**src/rtl/fetch_pkg.sv**
```systemverilog
// -----------------------------------------------------------------------------
// fetch_pkg
// Shared widths, watchdog limit and FSM state type for the instruction fetch
// sequencer (fetch_sequencer) and its optional watchdog (fetch_timeout_cnt).
// No ports.
// -----------------------------------------------------------------------------
package fetch_pkg;

    localparam int unsigned ADDR_W      = 12;
    localparam int unsigned INSTR_W     = 19;
    localparam int unsigned TIMEOUT_CYC = 15;
    localparam int unsigned CNT_W       = 4;

    typedef enum logic [1:0] {
        StClear  = 2'd0,
        StReq    = 2'd1,
        StHold   = 2'd2,
        StHalted = 2'd3
    } fetch_state_e;

endpackage

```
**src/rtl/fetch_timeout_cnt.sv**
```systemverilog
// -----------------------------------------------------------------------------
// fetch_timeout_cnt
// Memory-read watchdog. Counts consecutive cycles in which a read is pending
// without an acknowledge; on the TIMEOUT_CYC-th such cycle it pulses o_expire
// and sets a sticky error flag that only i_rst clears.
// Only instantiated when FETCH_TIMEOUT_EN is defined.
//
// Ports
//   i_clk     system clock
//   i_rst     synchronous active-high reset
//   i_run     a read is waiting this cycle (in REQ, no ACK, no redirect)
//   o_expire  this cycle is the last permitted waiting cycle
//   o_err     sticky timeout error
// -----------------------------------------------------------------------------
module fetch_timeout_cnt
    import fetch_pkg::*;
(
    input  logic i_clk,
    input  logic i_rst,
    input  logic i_run,
    output logic o_expire,
    output logic o_err
);

    logic [CNT_W-1:0] r_cnt;
    logic             r_err;
    logic             w_expire;

    assign w_expire = i_run && (r_cnt == CNT_W'(TIMEOUT_CYC - 1));

    // Counter restarts whenever the wait ends (ACK, redirect, or leaving REQ).
    always_ff @(posedge i_clk) begin
        if (i_rst) begin
            r_cnt <= '0;
            r_err <= 1'b0;
        end else begin
            if (i_run && !w_expire) begin
                r_cnt <= r_cnt + CNT_W'(1);
            end else begin
                r_cnt <= '0;
            end
            if (w_expire) begin
                r_err <= 1'b1;
            end
        end
    end

    assign o_expire = w_expire;
    assign o_err    = r_err;

endmodule

```
**src/rtl/fetch_sequencer.sv**
```systemverilog
// -----------------------------------------------------------------------------
// fetch_sequencer
// Instruction fetch FSM (CLEAR -> REQ -> HOLD -> REQ ..., HALTED on request).
// Drives strobes to an external PC register (priority LOAD > INC > CLR), issues
// instruction reads, holds the fetched word in IR until execute accepts it and
// services branch redirects.
// Optional macro FETCH_TIMEOUT_EN compiles in a memory-timeout watchdog;
// without it REQ waits forever and o_fetch_err is tied low.
//
// Ports
//   i_clk, i_rst               clock, synchronous active-high reset
//   i_pc_val                   current PC register value
//   o_pc_load/o_pc_inc/o_pc_clr  PC strobes (at most one per cycle)
//   o_pc_target                load value, zero unless o_pc_load
//   o_mem_rd, o_mem_addr       read request and address
//   i_mem_ack, i_mem_data      read complete and instruction word
//   o_ir_out, o_ir_valid       fetched instruction and its valid
//   i_ir_ready                 execute accepts the instruction
//   i_br_take, i_br_addr       redirect request and target
//   i_halt                     stop fetching after the current instruction
//   o_fetch_err                sticky memory-timeout flag
// -----------------------------------------------------------------------------
module fetch_sequencer
    import fetch_pkg::*;
(
    input  logic               i_clk,
    input  logic               i_rst,
    input  logic [ADDR_W-1:0]  i_pc_val,
    output logic               o_pc_load,
    output logic               o_pc_inc,
    output logic               o_pc_clr,
    output logic [ADDR_W-1:0]  o_pc_target,
    output logic               o_mem_rd,
    output logic [ADDR_W-1:0]  o_mem_addr,
    input  logic               i_mem_ack,
    input  logic [INSTR_W-1:0] i_mem_data,
    output logic [INSTR_W-1:0] o_ir_out,
    output logic               o_ir_valid,
    input  logic               i_ir_ready,
    input  logic               i_br_take,
    input  logic [ADDR_W-1:0]  i_br_addr,
    input  logic               i_halt,
    output logic               o_fetch_err
);

    fetch_state_e       r_state;
    fetch_state_e       w_state_next;
    logic [INSTR_W-1:0] r_ir;
    logic               w_expire;
    logic               w_err;

`ifdef FETCH_TIMEOUT_EN
    logic w_run;

    assign w_run = (r_state == StReq) && !i_mem_ack && !i_br_take;

    fetch_timeout_cnt u_timeout (
        .i_clk    (i_clk),
        .i_rst    (i_rst),
        .i_run    (w_run),
        .o_expire (w_expire),
        .o_err    (w_err)
    );
`else
    assign w_expire = 1'b0;
    assign w_err    = 1'b0;
`endif

    // State register
    always_ff @(posedge i_clk) begin
        if (i_rst) begin
            r_state <= StClear;
        end else begin
            r_state <= w_state_next;
        end
    end

    // Instruction register: a redirect in the ACK cycle discards the data.
    always_ff @(posedge i_clk) begin
        if (i_rst) begin
            r_ir <= '0;
        end else if ((r_state == StReq) && i_mem_ack && !i_br_take) begin
            r_ir <= i_mem_data;
        end
    end

    // Next-state logic
    always_comb begin
        w_state_next = r_state;
        unique case (r_state)
            StClear: begin
                w_state_next = StReq;
            end
            StReq: begin
                // HALT is deliberately not looked at here: the read must finish.
                if (i_br_take) begin
                    w_state_next = StReq;
                end else if (i_mem_ack) begin
                    w_state_next = StHold;
                end else if (w_expire) begin
                    w_state_next = StHalted;
                end
            end
            StHold: begin
                if (i_br_take) begin
                    w_state_next = StReq;
                end else if (i_ir_ready) begin
                    w_state_next = i_halt ? StHalted : StReq;
                end
            end
            StHalted: begin
                // A timeout halt is only left through reset.
                if (!i_halt && !w_err) begin
                    w_state_next = StReq;
                end
            end
            default: begin
                w_state_next = StClear;
            end
        endcase
    end

    // Output logic
    always_comb begin
        o_pc_load   = 1'b0;
        o_pc_inc    = 1'b0;
        o_pc_clr    = 1'b0;
        o_pc_target = '0;
        o_mem_rd    = 1'b0;
        o_mem_addr  = '0;
        o_ir_valid  = 1'b0;
        if (i_rst) begin
            // Reset overrides the current state combinationally as well.
            o_pc_clr = 1'b1;
        end else begin
            unique case (r_state)
                StClear: begin
                    o_pc_clr = 1'b1;
                end
                StReq: begin
                    o_mem_rd   = 1'b1;
                    o_mem_addr = i_pc_val;
                    if (i_br_take) begin
                        o_pc_load   = 1'b1;
                        o_pc_target = i_br_addr;
                    end else if (i_mem_ack) begin
                        o_pc_inc = 1'b1;
                    end
                end
                StHold: begin
                    o_ir_valid = 1'b1;
                    if (i_br_take) begin
                        o_pc_load   = 1'b1;
                        o_pc_target = i_br_addr;
                    end
                end
                StHalted: begin
                end
                default: begin
                end
            endcase
        end
    end

    assign o_ir_out    = r_ir;
    assign o_fetch_err = w_err;

endmodule

```
**config.mk**
```make
export PLATFORM = sky130hd
export DESIGN_NAME = fetch_sequencer
export DESIGN_NICKNAME = d
export VERILOG_FILES = /design/src/rtl/fetch_pkg.sv /design/src/rtl/fetch_timeout_cnt.sv /design/src/rtl/fetch_sequencer.sv
export SDC_FILE = /design/constraint.sdc
export NUM_CORES = 1
export LEC_CHECK = 0
export BUFFER_PORTS_ARGS = -buffer_cell sky130_fd_sc_hd__buf_4
export CAP_MARGIN = 20
export CORE_ASPECT_RATIO = 1.5
export CORE_UTILIZATION = 40
export CTS_CLUSTER_SIZE = 8
export DETAILED_ROUTE_END_ITERATION = 10
export GPL_TIMING_DRIVEN = 0
export PLACE_DENSITY_LB_ADDON = 0.2
export SETUP_SLACK_MARGIN = 0.05
export SLEW_MARGIN = 10
export SYNTH_ARGS = -nofsm -noshare
export SYNTH_HDL_FRONTEND = slang
export SYNTH_SLANG_ARGS = --single-unit
```
**constraint.sdc**
```tcl
create_clock -name i_clk -period 2.5 [get_ports i_clk]
set_clock_uncertainty 0.1 [all_clocks]
set_input_delay 0.125 -clock i_clk [delete_from_list [all_inputs] [get_ports i_clk]]
set_output_delay 0.125 -clock i_clk [all_outputs]
set_load 0.05 [all_outputs]
```
# Yosys cells after proc, flatten, opt, wreduce, memory -nomap -nowiden
# Index checks and enable logic that the tools add are counted.
[totals]
input_bits = 49
out_inout_bits = 49
reg_bits = 21
word_cells = 39
[classes]
n_eq_ne = 6
n_reduce_logical = 6
n_mux = 25
[op_table]
columns = ["cell", "n"]
rows = [
  ["two-way mux 12 bit", 5],
  ["two-way mux 1 bit", 13],
  ["two-way mux 2 bit", 6],
  ["case mux 2 bit (4 select lines)", 1],
  ["inequality test 3 bit (second input constant)", 2],
  ["== test 2 bit (second input constant)", 2],
  ["AND reduction 3 bit", 1],
  ["== test 2 x 1 -> 1 bit (second input constant)", 1],
  ["logical AND 1 bit", 2],
  ["zero test 2 bit", 1],
  ["inequality test 2 bit (second input constant)", 1],
  ["OR reduction 2 bit", 1],
  ["zero test 1 bit", 1],
]

# Depth between registers and ports, before layout
[depth]
depth_word = 4
depth_mapped = 7
ltp_nobuf = 6

# Least setup slack after synthesis
# Ideal clock, no wire load.
[synth_timing]
kind = "register to output"
startpoint = "register r_state[1]"
endpoint = "output o_pc_inc"
path_buffers = 0
path_stages_with_launch = 5
t_arrival_ps = 1915
setup_slack_ps = 360
t_required_ps = 2275
path_cell_list = "dfxtp_1 > inv_1 > ha_1 > nor2b_1 > and3b_1"
[synth_between]
elab_chain_len = 3
[synth_lines]
columns = ["item", "line_no", "text"]
rows = [
  ["start: declaration", "fetch_sequencer.sv:46", "fetch_state_e r_state;"],
  ["start signal: assignment", "fetch_sequencer.sv:72", "r_state <= StClear;"],
  ["start signal: assignment", "fetch_sequencer.sv:74", "r_state <= w_state_next;"],
  ["== test 2 x 1 -> 1 bit", "fetch_sequencer.sv:136", "unique case (r_state)"],
  ["two-way mux 1 bit", "fetch_sequencer.sv:136", ""],
  ["two-way mux 1 bit", "fetch_sequencer.sv:132", "if (i_rst) begin"],
  ["end: declaration", "fetch_sequencer.sv:30", "output logic o_pc_inc,"],
]
# No other way between the ends.

# Final worst setup path
[layout_timing]
startpoint = "register r_state[0]"
endpoint = "output o_pc_target[8]"
[layout_between]
elab_chain_len = 4
word_cells_on_any_way = 5
classes_between = "eq/ne (2); mux (2); reduce/logical (1)"
[layout_lines]
columns = ["item", "line_no", "text"]
rows = [
  ["== test 2 x 1 -> 1 bit or == test 2 bit (tied branches)", "fetch_sequencer.sv:136", ""],
  ["OR reduction 2 bit (no line) *", "--", ""],
  ["two-way mux 12 bit *", "--", ""],
  ["two-way mux 12 bit *", "fetch_sequencer.sv:132", ""],
  ["end: declaration", "fetch_sequencer.sv:32", "output logic [ADDR_W-1:0] o_pc_target,"],
]
# Every way passes the cells marked *; elsewhere a longest branch is shown, timed or not.

==> impl_metrics.py <==
metrics = {
    "status": {
        "status": "finished clean",
    },
    "placed_design": {
        "numPortBuffers": 96,
        "place_area_mm2": 0.00185,
        "hpwl_um": 2590,
        "gp_congestion": 0.783,
    },
    "global_routing": {
        "first_global_vias": 1313,
        "grt_usage_pct": 24.2,
        "antenna_found_initial": 0,
        "grt_max_degree": 13,
        "grt_pass1_wl_um": 5350,
        "gr-total-overflow": 0,
    },
    "power": {
        "clkPwrFrac_pct": 17.6,
        "ir_worst_vdd_mv": 0.249,
        "intPower_mw": 0.562,
        "power_switching_mw": 0.317,
        "power_density_mw_per_mm2": 425,
        "switching_share_pct": 36.1,
        "seqPwrFrac_pct": 41.0,
        "leakage_nw": 1.02,
        "combinationalPowerShare_pct": 41.4,
    },
    "clock_network": {
        "htree_levels": 1,
        "cts_tree": "yes",
        "ctsLongestPathBuffers": 2,
        "clk_pin_slew_worst_paths_ns": 0.11,
        "numClockSinks": 21,
        "numCtsBuffers": 3,
        "cts_root_buffer": "clkbuf_4",
        "clk_latency_ns": 0.29,
    },
    "sta": {
        "setup_tns_ns": 0,
        "min_period_ns": 2.16,
        "fmax_ghz": 0.463,
        "finalHoldViolCount": 0,
        "slew_violations": 0,
        "rsz0062_at_grt": "no",
        "min_period_over_period_pct": 86.3,
        "setup_violations": 0,
    },
    "routing": {
        "via_per_inst": 4.64,
        "via_count": 1369,
        "drt-total-wl_um": 3380,
        "drc_errors": 0,
        "avgRoutedWirePerCell_um": 11.4,
        "first_pass_iters": 4,
        "ant_nets": 0,
        "drtIter0Drc": 20,
    },
    "setup_path": {
        "r2r_slack_ns": 0.86,
        "cp-end-kind": "output pin",
        "r2r-end": "r_state[1]",
        "required_ns": 2.28,
        "rr_startpoint": "r_state[0]",
        "critPathMaxFanout": 10,
        "crit_chain": "inv_1, ha_1, and3_1, buf_2, and2_1, buf_4",
        "critPathLaunchType": "register",
        "cp_slowest_cell": "dfxtp_1",
        "r2r_cells": 4,
        "arrival_ns": 1.93,
        "worst-setup-path-type": "reg -> out",
        "max_stage_delay_ns": 0.45,
    },
    "floorplan": {
        "floorplan.io_pins": 98,
        "row_count": 22,
        "die_w_um": 44.6,
        "core_area_mm2": 0.00250,
        "die_y_um": 65.9,
        "die_area_mm2": 0.00294,
        "initial_utilization_pct": 43.4,
    },
    "layout": {
        "mostFrequentLayoutCells": "99 x buf_4, 41 x nand2_1, 24 x and2_1, 22 x a21oi_1, 21 x dfxtp_1",
        "area_delta_synth_final_pct": 90.4,
        "antennaDiodeCount": 0,
        "layout.nets": 315,
        "layout-drive-gt1-share_pct": 41.7,
        "fin_area_mm2": 0.00207,
        "layout.cells.most_common": "buf_4",
    },
    "hold_path": {
        "hold_path_end": "r_state[1]",
        "min_path_cells": 3,
        "min_from": "i_br_take",
        "min_path_type": "in -> reg",
    },
    "synthesis": {
        "ys_types": 21,
        "ys_seq_area_share_pct": 38.7,
        "yosysWarningCount": 0,
        "syn_avg_cell_area_um2": 7.77,
        "netlist_instances": 140,
        "syn_area_mm2": 0.00109,
        "synthesis.nets": 195,
        "ys_ff_latch": 21,
    },
    "flow_run": {
        "drv_cap": 0,
    },
}
==> metrics by stage <==
step / utilization, % / cells / hold slack (ns) / power, mW / worst slack (ns)
6_report: 82.7 / 295 / 0.0603 / 0.879 / 0.342
5_1_grt: 82.7 / 295 / 0.0509 / 0.922 / 0.202
4_1_cts: 82.7 / 295 / 0.0469 / 0.882 / 0.329
3_5_place_dp: 74.0 / 272 / 0.283 / 0.707 / 0.695
3_3_place_gp: 74.0 / 272 / 0.271 / 0.699 / 0.772
2_1_floorplan: - / 140 / 0.161 / 0.574 / 0.360
==> cell usage after synthesis, drive strengths merged <==
cell type	n	area (µm²)
and2	24	150
and3b	2	17.5
conb	1	3.75
a21oi	22	110
nor2b	3	18.8
o221a	1	11.3
or2	1	6.26
ha	6	75.1
dfxtp	21	420
nand2b	2	12.5
nand3b	1	11.3
and3	1	6.26
buf	5	38.8
inv	3	11.3
nand2	41	154
mux2i	1	10.0
clkbuf	3	11.3
or4b	1	10.0
nand4b	1	8.76
==> cell families (layout without fill, tap and decap cells) <==
| family | count (synthesis) | in the layout | share of synthesized area [%] |
|---|---|---|---|
| AO/OA/AOI/OAI | 23 | 23 | 11.2 |
| AND/OR/NAND/NOR | 77 | 77 | 36.4 |
| multiplexers | 1 | 1 | 0.921 |
| adder cells (fa/ha/maj) | 6 | 6 | 6.90 |
| buffers and inverters | 11 | 130 | 5.64 |
| other | 1 | 1 | 0.345 |
| flip-flops | 21 | 21 | 38.7 |
==> state kept, by name, indices dropped and copies added (netlist names) <==
name / flops
o_ir_out: 19
r_state: 2
==> worst max-delay path by stage <==
stage / from / end / slack, ns / cells past startpoint
2_1_floorplan: r_state[1] / o_pc_inc / 0.36 / 4
3_3_place_gp: r_state[0] / o_pc_target[7] / 0.77 / 6
3_5_place_dp: r_state[0] / o_pc_target[8] / 0.70 / 6
4_1_cts: r_state[0] / o_pc_target[8] / 0.33 / 6
5_1_grt: r_state[1] / o_mem_addr[8] / 0.20 / 6
6_report: r_state[0] / o_pc_target[8] / 0.34 / 6
==> power by group through the flow <==
| stage | clock (mW) | combinational [mW] | sequential, mW |
|---|---|---|---|
| 2_1_floorplan | 0 | 0.168 | 0.406 |
| 3_3_place_gp | 0 | 0.332 | 0.366 |
| 3_5_place_dp | 0 | 0.340 | 0.367 |
| 4_1_cts | 0.159 | 0.364 | 0.360 |
| 5_1_grt | 0.173 | 0.387 | 0.362 |
| 6_report | 0.155 | 0.364 | 0.360 |
==> routing by layer <==
metal	up-vias	global-route usage [%]	share of wire, %
li1	682	-	-
met2	71	47.2	56
met1	610	24.6	36
met5	-	0	0
met4	0	8.71	1.5
met3	6	3.28	7.2
==> worst max-delay path: cells and delay by family, from the launching register on <==
| family | cells | cell delay [ns] |
|---|---|---|
| adder cells (fa/ha/maj) | 1 | 0.33 |
| AND/OR/NAND/NOR | 2 | 0.36 |
| buffers and inverters | 3 | 0.51 |
| flip-flops | 1 | 0.45 |
==> timing repair <==
item	CTS	global route
setup buffers	0	0
hold endpoints to repair	19	0
hold buffers	19	0
endpoints found under the setup margin	0	0
resized for setup	0	0
==> final cells by class <==
cell class / instances / area [µm²]
timing repair buffer: 115 / 911
buffer: 8 / 50.0
fill: 156 / 434
multi-input combinational: 108 / 606
tap: 36 / 45.0
sequential: 21 / 420
clock inverter: 1 / 5.00
clock buffer: 3 / 22.5
inverter: 3 / 11.3
No activity file was read; power rests on OpenSTA's default activity.
